<file path="config.mk">
export PLATFORM = sky130hd
export DESIGN_NAME = count_sequencer
export DESIGN_NICKNAME = d
export VERILOG_FILES = /design/src/rtl/count_sequencer.sv
export SDC_FILE = /design/constraint.sdc
export NUM_CORES = 1
export LEC_CHECK = 0
export CAP_MARGIN = 20
export CORE_MARGIN = 5
export CORE_UTILIZATION = 41
export DETAILED_ROUTE_END_ITERATION = 8
export PLACE_DENSITY = 0.7
export SLEW_MARGIN = 20
export SYNTH_ARGS = -nofsm -noshare
export SYNTH_HDL_FRONTEND = slang
export SYNTH_SLANG_ARGS = --single-unit
</file>
<file path="constraint.sdc">
create_clock -name clk -period 5.1 [get_ports clk]
set_clock_uncertainty 0.1 [all_clocks]
set_input_delay 1.02 -clock clk [delete_from_list [all_inputs] [get_ports clk]]
set_output_delay 1.02 -clock clk [all_outputs]
set_load 0.05 [all_outputs]
</file>
<file path="src/rtl/count_sequencer.sv">
// Command-driven sequencer for a modulo-2^CNT_W Moore counter: runs of cmd_len
// advances paced by a (cmd_div+1)-cycle prescaler, with pause, abort and auto-repeat.
module count_sequencer #(
   parameter int CNT_W = 2,
   parameter int LEN_W = 8,
   parameter int DIV_W = 4
) (
   input  logic             clk,
   input  logic             reset,
   input  logic             cmd_valid,
   output logic             cmd_ready,
   input  logic [LEN_W-1:0] cmd_len,
   input  logic [DIV_W-1:0] cmd_div,
   input  logic             cmd_repeat,
   input  logic             pause,
   input  logic             abort,
   output logic [CNT_W-1:0] count,
   output logic             tick,
   output logic             wrap,
   output logic             busy,
   output logic             done,
   output logic             aborted,
   output logic [1:0]       dbg_state
);

   // Command handshake: a command transfers on a rising edge where
   // cmd_valid && cmd_ready; cmd_ready is high exactly when the FSM is IDLE.
   typedef enum logic [1:0] {IDLE = 2'd0, RUN = 2'd1, HOLD = 2'd2, DONE = 2'd3} state_t;

   state_t           state;
   logic [LEN_W-1:0] len_q;
   logic [LEN_W-1:0] remaining;
   logic [DIV_W-1:0] div_q;
   logic [DIV_W-1:0] prescaler;
   logic             repeat_q;

   assign cmd_ready = (state == IDLE);
   assign busy      = (state == RUN) || (state == HOLD);
   assign dbg_state = state;

   always_ff @(posedge clk or posedge reset) begin
      if (reset) begin
         state     <= IDLE;
         len_q     <= '0;
         remaining <= '0;
         div_q     <= '0;
         prescaler <= '0;
         repeat_q  <= 1'b0;
         count     <= '0;
         tick      <= 1'b0;
         wrap      <= 1'b0;
         done      <= 1'b0;
         aborted   <= 1'b0;
      end else begin
         tick    <= 1'b0;
         wrap    <= 1'b0;
         aborted <= 1'b0;
         // done trails the DONE state by one cycle, so it lands after the final tick
         done    <= (state == DONE);
         case (state)
            IDLE: begin
               if (cmd_valid) begin
                  len_q     <= cmd_len;
                  div_q     <= cmd_div;
                  repeat_q  <= cmd_repeat;
                  remaining <= cmd_len;
                  prescaler <= '0;
                  count     <= '0;
                  state     <= (cmd_len == '0) ? DONE : RUN;
               end
            end
            RUN: begin
               if (abort) begin
                  state   <= IDLE;
                  aborted <= 1'b1;
               end else if (pause) begin
                  state <= HOLD;
               end else if (prescaler == div_q) begin
                  count     <= count + CNT_W'(1);
                  tick      <= 1'b1;
                  wrap      <= (count == {CNT_W{1'b1}});
                  prescaler <= '0;
                  if (remaining == LEN_W'(1)) begin
                     if (repeat_q) begin
                        remaining <= len_q;
                     end else begin
                        remaining <= '0;
                        state     <= DONE;
                     end
                  end else begin
                     remaining <= remaining - LEN_W'(1);
                  end
               end else begin
                  prescaler <= prescaler + DIV_W'(1);
               end
            end
            HOLD: begin
               if (abort) begin
                  state   <= IDLE;
                  aborted <= 1'b1;
               end else if (!pause) begin
                  state <= RUN;
               end
            end
            DONE: begin
               state <= IDLE;
            end
            default: begin
               state <= IDLE;
            end
         endcase
      end
   end

endmodule

</file>
# --- Word level (Yosys, flattened, before mapping) ---
# Cells that the tools add are included.
# Widths: inputs -> output; s select.
word_totals:
  regBits: 33
  input_bits: 18
  elab_cells: 74
classes:
  muxes: 37
  n_reduce_logical: 9
  eq_ne: 14
  addsub: 3
op_table:
  columns: ["cell", "count"]
  rows:
  - ["$mux 8", 6]
  - ["$mux 2", 13]
  - ["$mux 4", 4]
  - ["$pmux 8 s2", 1]
  - ["$mux 1", 10]
  - ["$reduce_and 5->1", 2]
  - ["$eq 8x1->1 const B", 1]
  - ["$logic_not 8->1", 1]
  - ["$ne 4x3->1 const B", 2]
  - ["$pmux 2 s4", 1]
  - ["$pmux 4 s2", 1]
  - ["$sub 8x1->8 const B", 1]
  - ["$eq 2x2->1 const B", 3]
  - ["$ne 2x2->1 const B", 3]
  - ["$add 4x1->4 const B", 1]
  - ["$eq 4x4->1", 1]
  - ["$ne 4x4->1 const B", 1]
  - ["$pmux 2 s2", 1]
  - ["$reduce_and 4->1", 1]
  - ["$ne 3x3->1 const B", 1]
  - ["$add 2x1->2 const B", 1]
  - ["$eq 2x1->1 const B", 1]
  - ["$logic_not 2->1", 1]
  - ["$ne 2x1->1 const B", 1]
  - ["other kinds (4)", 4]

# --- Logic depth before layout (Yosys ltp) ---
# Gate-level depths: netlist of run 1.
logic_depth:
  depth_word: 6
  depth_mapped: 7
  ltp_nobuf: 6

# --- Worst setup path before layout of run 1 ---
# No wires, ideal clock.
synth_timing:
  kind: "input port to flip-flop"
  start: "input port pause"
  end: "register remaining[6]"
  path_slack_ns: 2.509
  t_required_ns: 4.875
  stages: 5
  arrival_time_ns: 2.366
  setup_ns: 0.125
  path_cell_list: "or3b_1 clkbuf_1 a21o_1 a21oi_2 mux2_2"
synth_between:
  elab_chain_cells: 2
synth_lines:
  columns: ["item", "line_no", "text"]
  rows:
  - ["start: declaration", "15", "input logic pause,"]
  - ["$ne 2x2->1 (no source line)", null, null]
  - ["$reduce_and 5->1 (no source line)", null, null]
  - ["end signal: assignment", "66", "remaining <= cmd_len;"]
  - ["end signal: assignment", "85", "remaining <= len_q;"]
  - ["end signal: assignment", "91", "remaining <= remaining - LEN_W'(1);"]
  - ["end: declaration", "32", "logic [LEN_W-1:0] remaining;"]
# Every way passes these cells.
# A chain may end at the register's enable or synchronous reset.

# --- Worst setup path after layout of run 1 ---
layout_timing:
  start: "register state[1], in the netlist dbg_state[1]"
  end: "output port busy"
layout_between:
  elab_chain_cells: 2
  elab_cells_between_ends: 3
  cone_classes: "2 x eq/ne; 1 x reduce/logical"
layout_lines:
  columns: ["item", "line_no", "text"]
  rows:
  - ["start: declaration", "30", "state_t state;"]
  - ["start signal: assignment", "69", "state <= (cmd_len == '0) ? DONE : RUN;"]
  - ["$eq 2x1->1 or $eq 2x2->1 (tied branches)", "38", "assign busy = (state == RUN) || (state == HOLD);"]
  - ["$logic_or 1x1->1 (*)", "38", null]
  - ["end: declaration", "20", "output logic busy,"]
# Mark *: on every way between the ends. The rest lies on a longest branch, timed or not.

==> results of run 1 <==
==> power by group through the flow <==
stage / registers, uW / clock network [uW] / logic, uW
4_1_cts: 487 / 195 / 767
5_1_grt: 505 / 207 / 834
2_1_floorplan: 519 / 0 / 529
6_report: 490 / 189 / 763
3_5_place_dp: 489 / 0 / 761
3_3_place_gp: 487 / 0 / 747
==> registers in the layout, summed over array words and instances, names as in the netlist <==
name	count
aborted	1
count	2
dbg_state	2
div_q	4
done	1
len_q	8
prescaler	4
remaining	8
repeat_q	1
tick	1
wrap	1
==> critical path, delay by kind of cell (launching register included) <==
kind | cells | cell delay (ns)
buffers and inverters | 2 | 0.92
flip-flops | 1 | 0.41
adder cells (fa/ha/maj) | 1 | 0.31
==> routing by layer <==
| layer | vias to the layer above | routed length [um] | share of wire (%) |
|---|---|---|---|
| met5 | - | 0 | 0 |
| met4 | 0 | 100 | 2.3 |
| met3 | 9 | 290 | 6.6 |
| met2 | 65 | 2030 | 46 |
| met1 | 759 | 1990 | 45 |
| li1 | 733 | - | - |
==> kinds of logic (layout without fill, tap and decap cells) <==
logic type | count (synthesis) | after routing | share of synthesized area (%)
flip-flops | 33 | 33 | 43.9
buffers and inverters | 18 | 49 | 4.06
AND/OR/NAND/NOR | 51 | 51 | 14.6
adder cells (fa/ha/maj) | 9 | 9 | 5.99
multiplexers | 19 | 19 | 11.1
XOR/XNOR | 4 | 4 | 1.86
AO/OA/AOI/OAI | 45 | 45 | 18.4
==> cells in the final DEF, fill, tap and decap left out, types with 3 or more instances in the layout <==
cell type,Yosys,routed
dfrtp_1,33,33
clkdlybuf4s50_1,0,27
nand2_1,16,16
mux2_2,14,14
inv_1,12,12
ha_1,9,9
o21ai_0,7,7
nor2_1,5,5
nor3_1,5,5
o211ai_1,5,5
clkbuf_8,0,5
xnor2_1,4,4
nand4_1,4,4
a31oi_1,4,4
mux2i_1,4,4
nand2b_1,3,3
o2bb2ai_1,3,3
or4_1,3,3
or3_1,3,3
o2111ai_1,3,3
==> how the worst max path moves through the flow <==
stage / slack [ns] / end
after floorplan: 2.51 / remaining[6]
after global placement: 1.89 / remaining[7]
after detailed placement: 1.84 / remaining[6]
after CTS: 2.03 / busy
after global routing: 1.92 / remaining[6]
final: 2.06 / busy
==> cells in the mapped netlist, types with 4 or more instances <==
cell	instances	area [sq um]
o21ai_0	7	35.0
nor2_1	5	18.8
a31oi_1	4	25.0
nor3_1	5	25.0
inv_1	12	45.0
nand4_1	4	25.0
o211ai_1	5	37.5
dfrtp_1	33	826
mux2i_1	4	40.0
xnor2_1	4	35.0
mux2_2	14	158
ha_1	9	113
nand2_1	16	60.1
==> final cells by class <==
| type | instances | area share [%] |
|---|---|---|
| multi-input cells | 128 | 42.8 |
| inverters | 12 | 1.97 |
| repair buffers | 29 | 12.5 |
| flip-flops and latches | 33 | 36.2 |
| well taps | 52 | 2.85 |
| clock inverters | 2 | 0.439 |
| clock buffers | 6 | 3.18 |
==> metrics by stage <==
| stage | utilization, % | area (sq um) | hold WS, ns | power, uW |
|---|---|---|---|---|
| 2_1_floorplan | - | 1880 | 0.350 | 1050 |
| 3_5_place_dp | 49.8 | 2200 | 0.380 | 1250 |
| 5_1_grt | 51.7 | 2280 | 0.423 | 1550 |
| 6_report | 51.7 | 2280 | 0.384 | 1440 |
| 3_3_place_gp | 49.8 | 2200 | 0.369 | 1230 |
| 4_1_cts | 51.7 | 2280 | 0.394 | 1450 |
==> results.md, run 1 <==
- In this run the horizontal extent of the chip is about 80 um.
- In this run the power density over the cells is 632 mW/mm^2.
- The worst-case IR drop observed on VDD is roughly 0.37 mV.
- 28 I/O pins were placed.
- For this run, global-route usage on met1 was measured as 20.1%.
- The total routing usage reported by global routing is 15.5%.
- The number of register bits inferred by synthesis is 33.
- The number of buffers created by CTS is 5.
- Per report_power, the sequential group accounts for 34.0% of the total.
- The final total negative setup slack is 0 ns.
- Setup repair after global routing left no endpoint under its margin.
- The peak clock frequency supported by timing is 329 MHz.
- The number of vias in the routed layout is ~1600.
- The number of placed cells counting well taps is 254.
- Setup violations remaining at the end of the flow were counted as 0.
- The first global-routing pass estimated 7500 um of wire.
- The worst register-to-register path ends at remaining[6].
- TritonCTS built the clock tree.
- The final standard cell count with taps included and fillers excluded is 262.
- STA classifies the critical path endpoint as a primary output.
- After clock tree synthesis, the clock-pin slew on the worst setup and hold paths is 0.07 ns.
- By startpoint and endpoint, the worst setup path is classified as reg -> out.
- For this run, asynchronously set or reset flops after synthesis account for 100%.
- The worst setup path startpoint is dbg_state[1].
- The die height is 77.7 um.
- The worst path needs 3.04 ns of the cycle, external delays included.
- The busiest layer in global routing is met2.
- In this run the deepest clock path goes through 2 buffers.
- The warning count from the yosys run is 0.
- The relative slew slack is 47.9%.
- The detail route stage leaves a number of antenna-violating nets equal to 0.
- After floorplanning, the core was sized to cover between 0.004 and 0.005 sq mm.
- In this run the cell area of the synthesized design comes to 0.00188 sq mm.
- The number of buffers added on ports is 27.
- The average cell area after synthesis is 10.5 sq um.
- For this block, the initial DRC count from the detailed router was 99.
- Counting cells, the worst reg-to-reg path comes to 6.
- After clock tree synthesis, the repair step resized 0 gates.
- The H-tree was split into 2 levels.
- The maximum fanout encountered on the critical timing path is 4.
- The pin count of the biggest net entering global routing is 23.
- The register area is a little over 800 sq um.
- The design internal power is 784 uW.
- The final-layout fill cell count is 424.
- At the pin with the least slew margin, the transition time is 0.776 ns.
- The clock tree root driver cell is clkbuf_8.
- Synthesis instantiated 52 different standard cells from the library.
- The clock latency reported for the late side of the worst-skew pair is 0.29 ns.
- After global routing the overflow that remains totals 0.
- The post-detailed-route DRC marker count is 0.
- The slowest stage of the critical path is the clkdlybuf4s50_1 cell.
- The worst hold path was traced through 2 stages.
- Global routing consumed, on the met3 layer, 3.82% of the routing resources.
- After detailed routing, the number of vias per cell comes to 5.98.
- The sequential cell area fraction in the yosys report is 43.9%.
- After the last flow step, the layout net total stands at 236.
- The floorplan die area is roughly 0.0060 sq mm.
- The post-synthesis instance total is about 180.
- For this design the total switching power over the nets is about 660 uW.
- Prior to clock tree synthesis, the placed netlist has a worst setup slack of 1.84 ns.
- The first TritonRoute pass finished after 4 iterations.
- The ratio of cells with drive above 1 in the final layout is 13.8%.
- The arrival time of the worst setup path is 1.92 ns.
- In the global route stage, met2 resource usage came out at 24.8%.
- The final critical path takes up 59.5% of the cycle.
- The area growth from synthesis to layout is 21.4%.
- The number of antenna cells inserted is 0.
- The post-layout worst setup margin is approximately 2.1 ns.
- The tool flagged a number of max-cap violations equal to 0.
- The post-cts hold buffer count is 0.
- Yosys mapped a number of flops with a built-in enable equal to 0.
- The startpoint identified for the worst register-to-register timing path is dbg_state[1].
- The global placement routability congestion is ~0.94.
- When the netlist entered floorplanning its net count stood at 206.
- The initial antenna violation count came to 0.
- The most used flip-flop cell after synthesis is dfrtp_1.
- The switching share of power is a little under half.
- The detailed placer's ending HPWL is 3210 um.
- The required time at the endpoint of the critical path is around 4.0 ns.
- The post-CTS setup buffer count is 0.
- The routed design has 4410 um of wire.
- The delay of the slowest critical-path stage is 0.81 ns.
- The critical path goes through inv_1 > ha_1 > clkdlybuf4s50_1.
- The number of rows in the core area is 24.
- The path class of the tightest hold or removal check is reg -> reg.
- The type of element launching the critical path is a flop.
- The worst hold path terminates at len_q[3].
- The share of total power dissipated in combinational logic is 52.9%.
- Once the floorplan was initialized, standard cells occupied approximately 43% of the core.
- The tree built by TritonCTS fans out to 33 sinks.
- The start point of the worst hold path is len_q[3].
- The run finished with clean final reports.
- In this run the static leakage power is slightly above 0.0009 uW.
- The routed length per instance is 16.8 um.
- The multi-input gate area in the final layout is 977 sq um.
- The worst register-to-register path has a setup slack of 2.13 ns.
- The proportion of power drawn by the clock network is a little over an eighth.
- The number of max-slew violations in the final report is 0.
- The hold violation count in the final report was 0.
- The number of global-route vias before repair is 1593.
(Power assumes the default switching activity.)
==> run 2: changes to the inputs <==
==> constraint.sdc (replaced) <==
create_clock -name clk -period 2.8 [get_ports clk]
set_clock_uncertainty 0.1 [all_clocks]
set_input_delay 0.56 -clock clk [delete_from_list [all_inputs] [get_ports clk]]
set_output_delay 0.56 -clock clk [all_outputs]
set_load 0.05 [all_outputs]
==> results.md, run 2 (same netlist as run 1, synthesis figures left out) <==
- Status: complete, no violations (unchanged).
- The pin count of the biggest net entering global routing is 34 (was 23).
- The final count of negative-setup-slack endpoints is 0 (unchanged).
- The type of element launching the critical path is a flop (unchanged).
- The count of routing violations after the opening detailed-route iteration is 116 (was 99).
- The ratio of cells with drive above 1 in the final layout came to 14.5% (was 13.8%).
- The reported leakage power is 0.000947 uW (was 0.000932 uW).
- The routed wire length was 4450 um (was 4410 um).
- The number of buffers created by CTS came to 5 (unchanged).
- The power density of the placed cells is 1150 mW/mm^2 (was 632 mW/mm^2).
- The register-to-register setup slack is 0.50 ns (was 2.13 ns).
- The number of gates resized after CTS was 0 (unchanged).
- The I/O pin count is 28 (unchanged).
- The number of buffers added on ports is 27 (unchanged).
- The starting density of the core is 42.6% (unchanged).
- The maximum clock insertion buffer count is 2 (unchanged).
- The number of rows in the core area is 24 (unchanged).
- The hold violation count in the final report is 0 (unchanged).
- The floorplan die area is 0.00604 sq mm (unchanged).
- The final core utilization came to 52.3% (was 51.7%).
- The combined buffer and inverter count along the critical path is 2 (unchanged).
- The antenna violation net count after detailed routing came to 0 (unchanged).
- The worst hold path class was reg -> reg (unchanged).
- The placeable core region came to 0.00441 sq mm (unchanged).
- The design internal power is 1450 uW (was 784 uW).
- The number of max-slew violations in the final report is 0 (unchanged).
- The post-CTS setup buffer count came to 0 (unchanged).
- The initial antenna violation count is 0 (unchanged).
- The die height is 77.7 um (unchanged).
- The maximum fanout encountered on the critical timing path is 5 (was 4).
- The number of vias in the routed layout is 1562 (was 1566).
- The routed via count divided by cell count was 5.87 (was 5.98).
- The area added between synthesis and finish came to 22.8% (was 21.4%).
- The cell with the largest stage delay on the worst path was clkdlybuf4s50_1 (unchanged).
- The post-layout minimum cycle time is around 2.6 ns.
- The final-stage net count is 240 (was 236).
- The final total negative setup slack was 0 ns (unchanged).
- Registers with the most flip-flops: len_q: 8 flops, remaining: 8 flops (unchanged).
- The clock tree root driver cell was clkbuf_8 (unchanged).
- The post-detailed-route DRC marker count is 0 (unchanged).
- The switching share of power is 45.2% (was 45.6%).
- The worst vdd rail ir drop is 0.688 mV (was 0.365 mV).
- The post-cts hold buffer count came to 0 (unchanged).
- The clock tree from TritonCTS is yes (unchanged).
- The die outline width is 77.7 um (unchanged).
- The delay of the slowest critical-path stage is 0.80 ns (was 0.81 ns).
- The worst setup path startpoint is dbg_state[0] (was dbg_state[1]).
- The max-capacitance violation count was 0 (unchanged).
- The global placement routability congestion is 0.944 (was 0.937).
- The detailed placer's ending HPWL is 3300 um (was 3210 um).
- The clock latency reported for the late side of the worst-skew pair is 0.29 ns (about the same).
- The number of H-tree branching levels is 2 (unchanged).
- The sequential group share of total power is 33.5% (was 34.0%).
- The relative slew slack is 60.9% (was 47.9%).
- The leading cell type in the layout, fill and taps excluded is dfrtp_1 (unchanged).
- The total clock sinks came to 33 (unchanged).
- The wire length of the first global-routing pass came to 7710 um (was 7500 um).
- The first-pass iteration count of the detailed router is 4 (unchanged).
- The net switching power of the design is 1200 uW (was 658 uW).
- The logic gate share of total power was 53.3% (was 52.9%).
- The number of global-route vias before repair is 1570 (was 1593).
- The worst-margin pin slew is 0.585 ns (was 0.776 ns).
- Unrepaired setup endpoints after global routing: no (unchanged).
- The total routing usage reported by global routing is 16.3% (was 15.5%).
- The final global-route overflow total is 0 (unchanged).
- The peak clock frequency supported by timing is 388 MHz.
- The clock slew seen by the registers of the worst setup and hold paths is 0.07 ns (about the same).
- Of the available clock period, the critical path in the final layout requires 92.0%.
- The post-route worst hold slack is 0.398 ns (was 0.384 ns).
- The top cell family by delay on the critical path is buffers and inverters (unchanged).
- Series of cell instances along the critical path: inv_1 > ha_1 > clkdlybuf4s50_1 (unchanged).
- The power after layout is 2660 uW (was 1440 uW).
- The arrival time of the worst setup path is 1.91 ns (was 1.92 ns).
- The start point of the worst hold path is len_q[3] (unchanged).
- The routed length per instance came to 16.7 um (was 16.8 um).
- The proportion of power drawn by the clock network is 13.2% (was 13.1%).
- The number of antenna cells inserted was 0 (unchanged).
- Leading cell types in the layout, fill and taps excluded: 33 x dfrtp_1, 27 x clkdlybuf4s50_1, 16 x nand2_1 (unchanged).
- The capturing element type of the critical path is a primary output (unchanged).
- The type of the setup path with the least slack is reg -> out (unchanged).
- The source of the worst register-to-register timing path is remaining[1] (was dbg_state[1]).
- The required time at the endpoint of the critical path is 2.14 ns (was 3.98 ns).
==> run 2: power by group through the flow <==
| stage | clock network (uW) | logic (uW) | registers [uW] |
|---|---|---|---|
| finish | 351 | 1420 | 888 |
| global placement | 0 | 1390 | 886 |
| detailed placement | 0 | 1410 | 893 |
| floorplan | 0 | 963 | 946 |
| global route | 386 | 1550 | 924 |
| CTS | 362 | 1420 | 885 |
==> run 2: cell type report <==
| class | instances | area (sq um) |
|---|---|---|
| multi-input cells | 128 | 977 |
| flip-flops and latches | 33 | 826 |
| well taps | 52 | 65.1 |
| repair buffers | 33 | 315 |
| fillers | 419 | 2110 |
| clock buffers | 8 | 80.1 |
| inverters | 12 | 45.0 |
==> run 2: per-stage QoR <==
step           setup WS [ns]  cells  instance area [sq um]
6_report               0.225    266                   2310
4_1_cts                0.198    266                   2310
5_1_grt                0.128    266                   2310
3_3_place_gp           0.289    258                   2230
2_1_floorplan          0.233    179                   1880
3_5_place_dp           0.219    258                   2230
==> run 2: routing by layer <==
| metal | up-vias | part of all wire (%) | track usage (%) |
|---|---|---|---|
| met3 | 6 | 5.2 | 5.09 |
| met4 | 0 | 1.7 | 6.36 |
| met2 | 45 | 47 | 24.7 |
| met1 | 768 | 46 | 21.8 |
| li1 | 743 | - | - |
| met5 | - | 0 | 0 |
==> run 2: path summary, 6_finish.rpt <==
| path | endpoint | cells past startpoint |
|---|---|---|
| worst max register to register | remaining[3] | 6 |
| worst min register to register | len_q[3] | 2 |
| worst min-delay path | len_q[3] | 2 |
| worst max-delay path | busy | 3 |
| max in group asynchronous | div_q[0] | 3 |
| min in group asynchronous | remaining[3] | 3 |
==> run 2: tightest hold or removal path, stage by stage (launching register included) <==
cell and delay, ns:
dfrtp_1 0.35, nand2_1 0.05, o21ai_0 0.07
==> run 3: changes to the inputs <==
--- a/config.mk
+++ b/config.mk
@@ -9,7 +9,8 @@
 export CORE_MARGIN = 5
 export CORE_UTILIZATION = 41
 export DETAILED_ROUTE_END_ITERATION = 8
-export PLACE_DENSITY = 0.7
+export DONT_BUFFER_PORTS = 1
+export PLACE_DENSITY = 0.62
 export SLEW_MARGIN = 20
 export SYNTH_ARGS = -nofsm -noshare
 export SYNTH_HDL_FRONTEND = slang
==> results.md, run 3 (same netlist as run 1, synthesis figures left out) <==
- The total routing usage reported by global routing is 14.5% (was 16.3%).
- The final-layout fill cell count came to 390 (was 419).
- The relative slew slack came to 61.9% (was 60.9%).
- The routed via count divided by cell count was 6.10 (was 5.87).
- The capturing element type of the critical path was a flop (was primary output).
- The type of the setup path with the least slack is reg -> reg (was reg -> out).
- Unrepaired setup endpoints after global routing: no (unchanged).
- The share of the cycle needed by the critical path after routing is 78.2% (was 92.0%).
- The leading cell type in the layout, fill and taps excluded is dfrtp_1 (unchanged).
- The ratio of cells with drive above 1 in the final layout is 19.0% (was 14.5%).
- The number of max-slew violations in the final report was 0 (unchanged).
- The post-cts hold buffer count came to 0 (unchanged).
- The worst setup path startpoint is remaining[1] (was dbg_state[0]).
- The final core utilization is 47.0% (was 52.3%).
- The number of rows in the core area came to 24 (unchanged).
- Registers with the most flip-flops: len_q: 8 flops, remaining: 8 flops (unchanged).
- The post-placement setup slack is 0.654 ns (was 0.219 ns).
- The clock tree from TritonCTS is yes (unchanged).
- The type of element launching the critical path is a flop (unchanged).
- The wire length of the first global-routing pass is 6980 um (was 7710 um).
- The number of buffers added on ports is 0 (was 27).
- The count of routing violations after the opening detailed-route iteration came to 112 (was 116).
- The final global-route overflow total was 0 (unchanged).
- The hold violation count in the final report came to 0 (unchanged).
- The total clock sinks came to 33 (unchanged).
- The arrival time of the worst setup path was 2.30 ns (was 1.91 ns).
- The power density of the placed cells came to 1250 mW/mm^2 (was 1150 mW/mm^2).
- Status: complete, no violations (unchanged).
- The post-detailed-route DRC marker count was 0 (unchanged).
- The peak clock frequency supported by timing is 457 MHz (was 388 MHz).
- The final count of negative-setup-slack endpoints is 0 (unchanged).
- The post-route worst hold slack is 0.143 ns (was 0.398 ns).
- The maximum clock insertion buffer count is 2 (unchanged).
- Series of cell instances along the critical path: inv_1 > ha_1 > or3b_2 > or4_1 > o311a_1 > o2bb2ai_1 (was inv_1 > ha_1 > clkdlybuf4s50_1).
- The top cell family by delay on the critical path is simple AND/OR/NAND/NOR gates (was buffers and inverters).
- The starting density of the core is 42.6% (unchanged).
- The worst reg2reg path depth was 6 (unchanged).
- The clock tree root driver cell was clkbuf_8 (unchanged).
- The routed length per instance came to 17.7 um (was 16.7 um).
- The logic depth of the worst setup path including buffers is 6 (was 3).
- The floorplan die area is 0.00604 sq mm (unchanged).
- The antenna violation net count after detailed routing is 0 (unchanged).
- The worst-margin pin slew was 0.571 ns (was 0.585 ns).
- The clock slew seen by the registers of the worst setup and hold paths is 0.07 ns (about the same).
- The initial antenna violation count is 0 (unchanged).
- The maximum fanout encountered on the critical timing path is 6 (was 5).
- The final-stage net count is 215 (was 240).
- The worst hold path class was in -> async (was reg -> reg).
- The routed wire length is 4260 um (was 4450 um).
- The die height was 77.7 um (unchanged).
- Leading cell types in the layout, fill and taps excluded: 33 x dfrtp_1, 16 x nand2_1, 14 x mux2_2 (was 33 x dfrtp_1, 27 x clkdlybuf4s50_1, 16 x nand2_1).
- The I/O pin count is 28 (unchanged).
- The first-pass iteration count of the detailed router is 4 (unchanged).
- The register-to-register setup slack is 0.61 ns (was 0.50 ns).
- The delay of the slowest critical-path stage is 0.53 ns (was 0.80 ns).
- The die outline width is 77.7 um (unchanged).
- The source of the worst register-to-register timing path is remaining[1] (unchanged).
- The area added between synthesis and finish is 10.4% (was 22.8%).
- The combined buffer and inverter count along the critical path is 1 (was 2).
- The endpoint of the worst setup timing path is remaining[2] (was busy).
- The global placement routability congestion is 0.951 (was 0.944).
- The pin count of the biggest net entering global routing is 34 (unchanged).
- The reported leakage power was 0.000870 uW (was 0.000947 uW).
- The number of H-tree branching levels came to 2 (unchanged).
- The endpoint of the worst register-to-register path is remaining[2] (was remaining[3]).
- The number of vias in the routed layout was 1470 (was 1562).
- The worst vdd rail ir drop is 0.476 mV (was 0.688 mV).
- The detailed placer's ending HPWL came to 3260 um (was 3300 um).
- The clock latency reported for the late side of the worst-skew pair is 0.28 ns (was 0.29 ns).
- The placeable core region is 0.00441 sq mm (unchanged).
- The number of buffers created by CTS is 5 (unchanged).
- The number of gates resized after CTS was 0 (unchanged).
- The cell with the largest stage delay on the worst path was or3b_2 (was clkdlybuf4s50_1).
- The number of global-route vias before repair is 1418 (was 1570).
- The post-CTS setup buffer count is 0 (unchanged).
- The final total negative setup slack came to 0 ns (unchanged).
- The number of antenna cells inserted came to 0 (unchanged).
- The required time at the endpoint of the critical path is 2.91 ns (was 2.14 ns).
- The post-layout worst setup margin is 0.611 ns (was 0.225 ns).
- The max-capacitance violation count is 0 (unchanged).
- The post-layout minimum cycle time came to 2.19 ns (was 2.57 ns).
[run 3: changes by cell type in the layout (fill, tap and decap cells not counted)]
| cell | previous run | this run |
|---|---|---|
| clkbuf_8 | 5 | 7 |
| clkinv_2 | 0 | 1 |
| clkdlybuf4s50_1 | 27 | 0 |
| clkbuf_1 | 3 | 0 |
| buf_4 | 6 | 8 |
[run 3: worst min path at each step]
stage	slack, ns	cells past startpoint	to	from
after CTS	0.15	2	len_q[2]	reset
final	0.14	2	dbg_state[1]	reset
after global placement	0.38	2	len_q[3]	len_q[3]
after detailed placement	0.39	2	len_q[3]	len_q[3]
after global routing	0.17	2	dbg_state[1]	reset
after floorplan	0.35	2	len_q[3]	len_q[3]
[run 3: worst register-to-register path: cells and delay by family, from the launching register on]
| family | cells | cell delay [ns] |
|---|---|---|
| AND/OR/NAND/NOR | 2 | 1.02 |
| adder cells (fa/ha/maj) | 1 | 0.18 |
| buffers and inverters | 1 | 0.12 |
| flip-flops | 1 | 0.43 |
| AO/OA/AOI/OAI | 2 | 0.26 |
[run 3: metrics by stage]
stage	power (uW)	area (sq um)	std cells
2_1_floorplan	1910	1880	179
5_1_grt	2780	2070	241
6_report	2600	2070	241
3_3_place_gp	2180	1970	233
3_5_place_dp	2200	1970	233
4_1_cts	2600	2070	241
[run 3: report_power, final]
| group | switching [uW] | internal, uW | leakage, uW |
|---|---|---|---|
| clock network | 175 | 222 | 0.0000542 |
| logic | 723 | 519 | 0.000406 |
| registers | 284 | 679 | 0.000409 |
[run 3: per-layer routing]
layer,vias to the layer above,wire (um),GRT usage [%]
met5,-,0,0
met4,0,65,6.01
met3,7,245,4.28
met2,48,2100,23.5
met1,727,1860,17.9
li1,688,-,-
[run 3: layout make-up]
class	instances	area (sq um)	area share [%]
inverter	12	45.0	2.17
sequential	33	826	39.8
multi-input combinational	128	977	47.1
tap	52	65.1	3.14
clock buffer	7	96.3	4.64
timing repair buffer	8	60.1	2.90
clock inverter	1	5.00	0.241
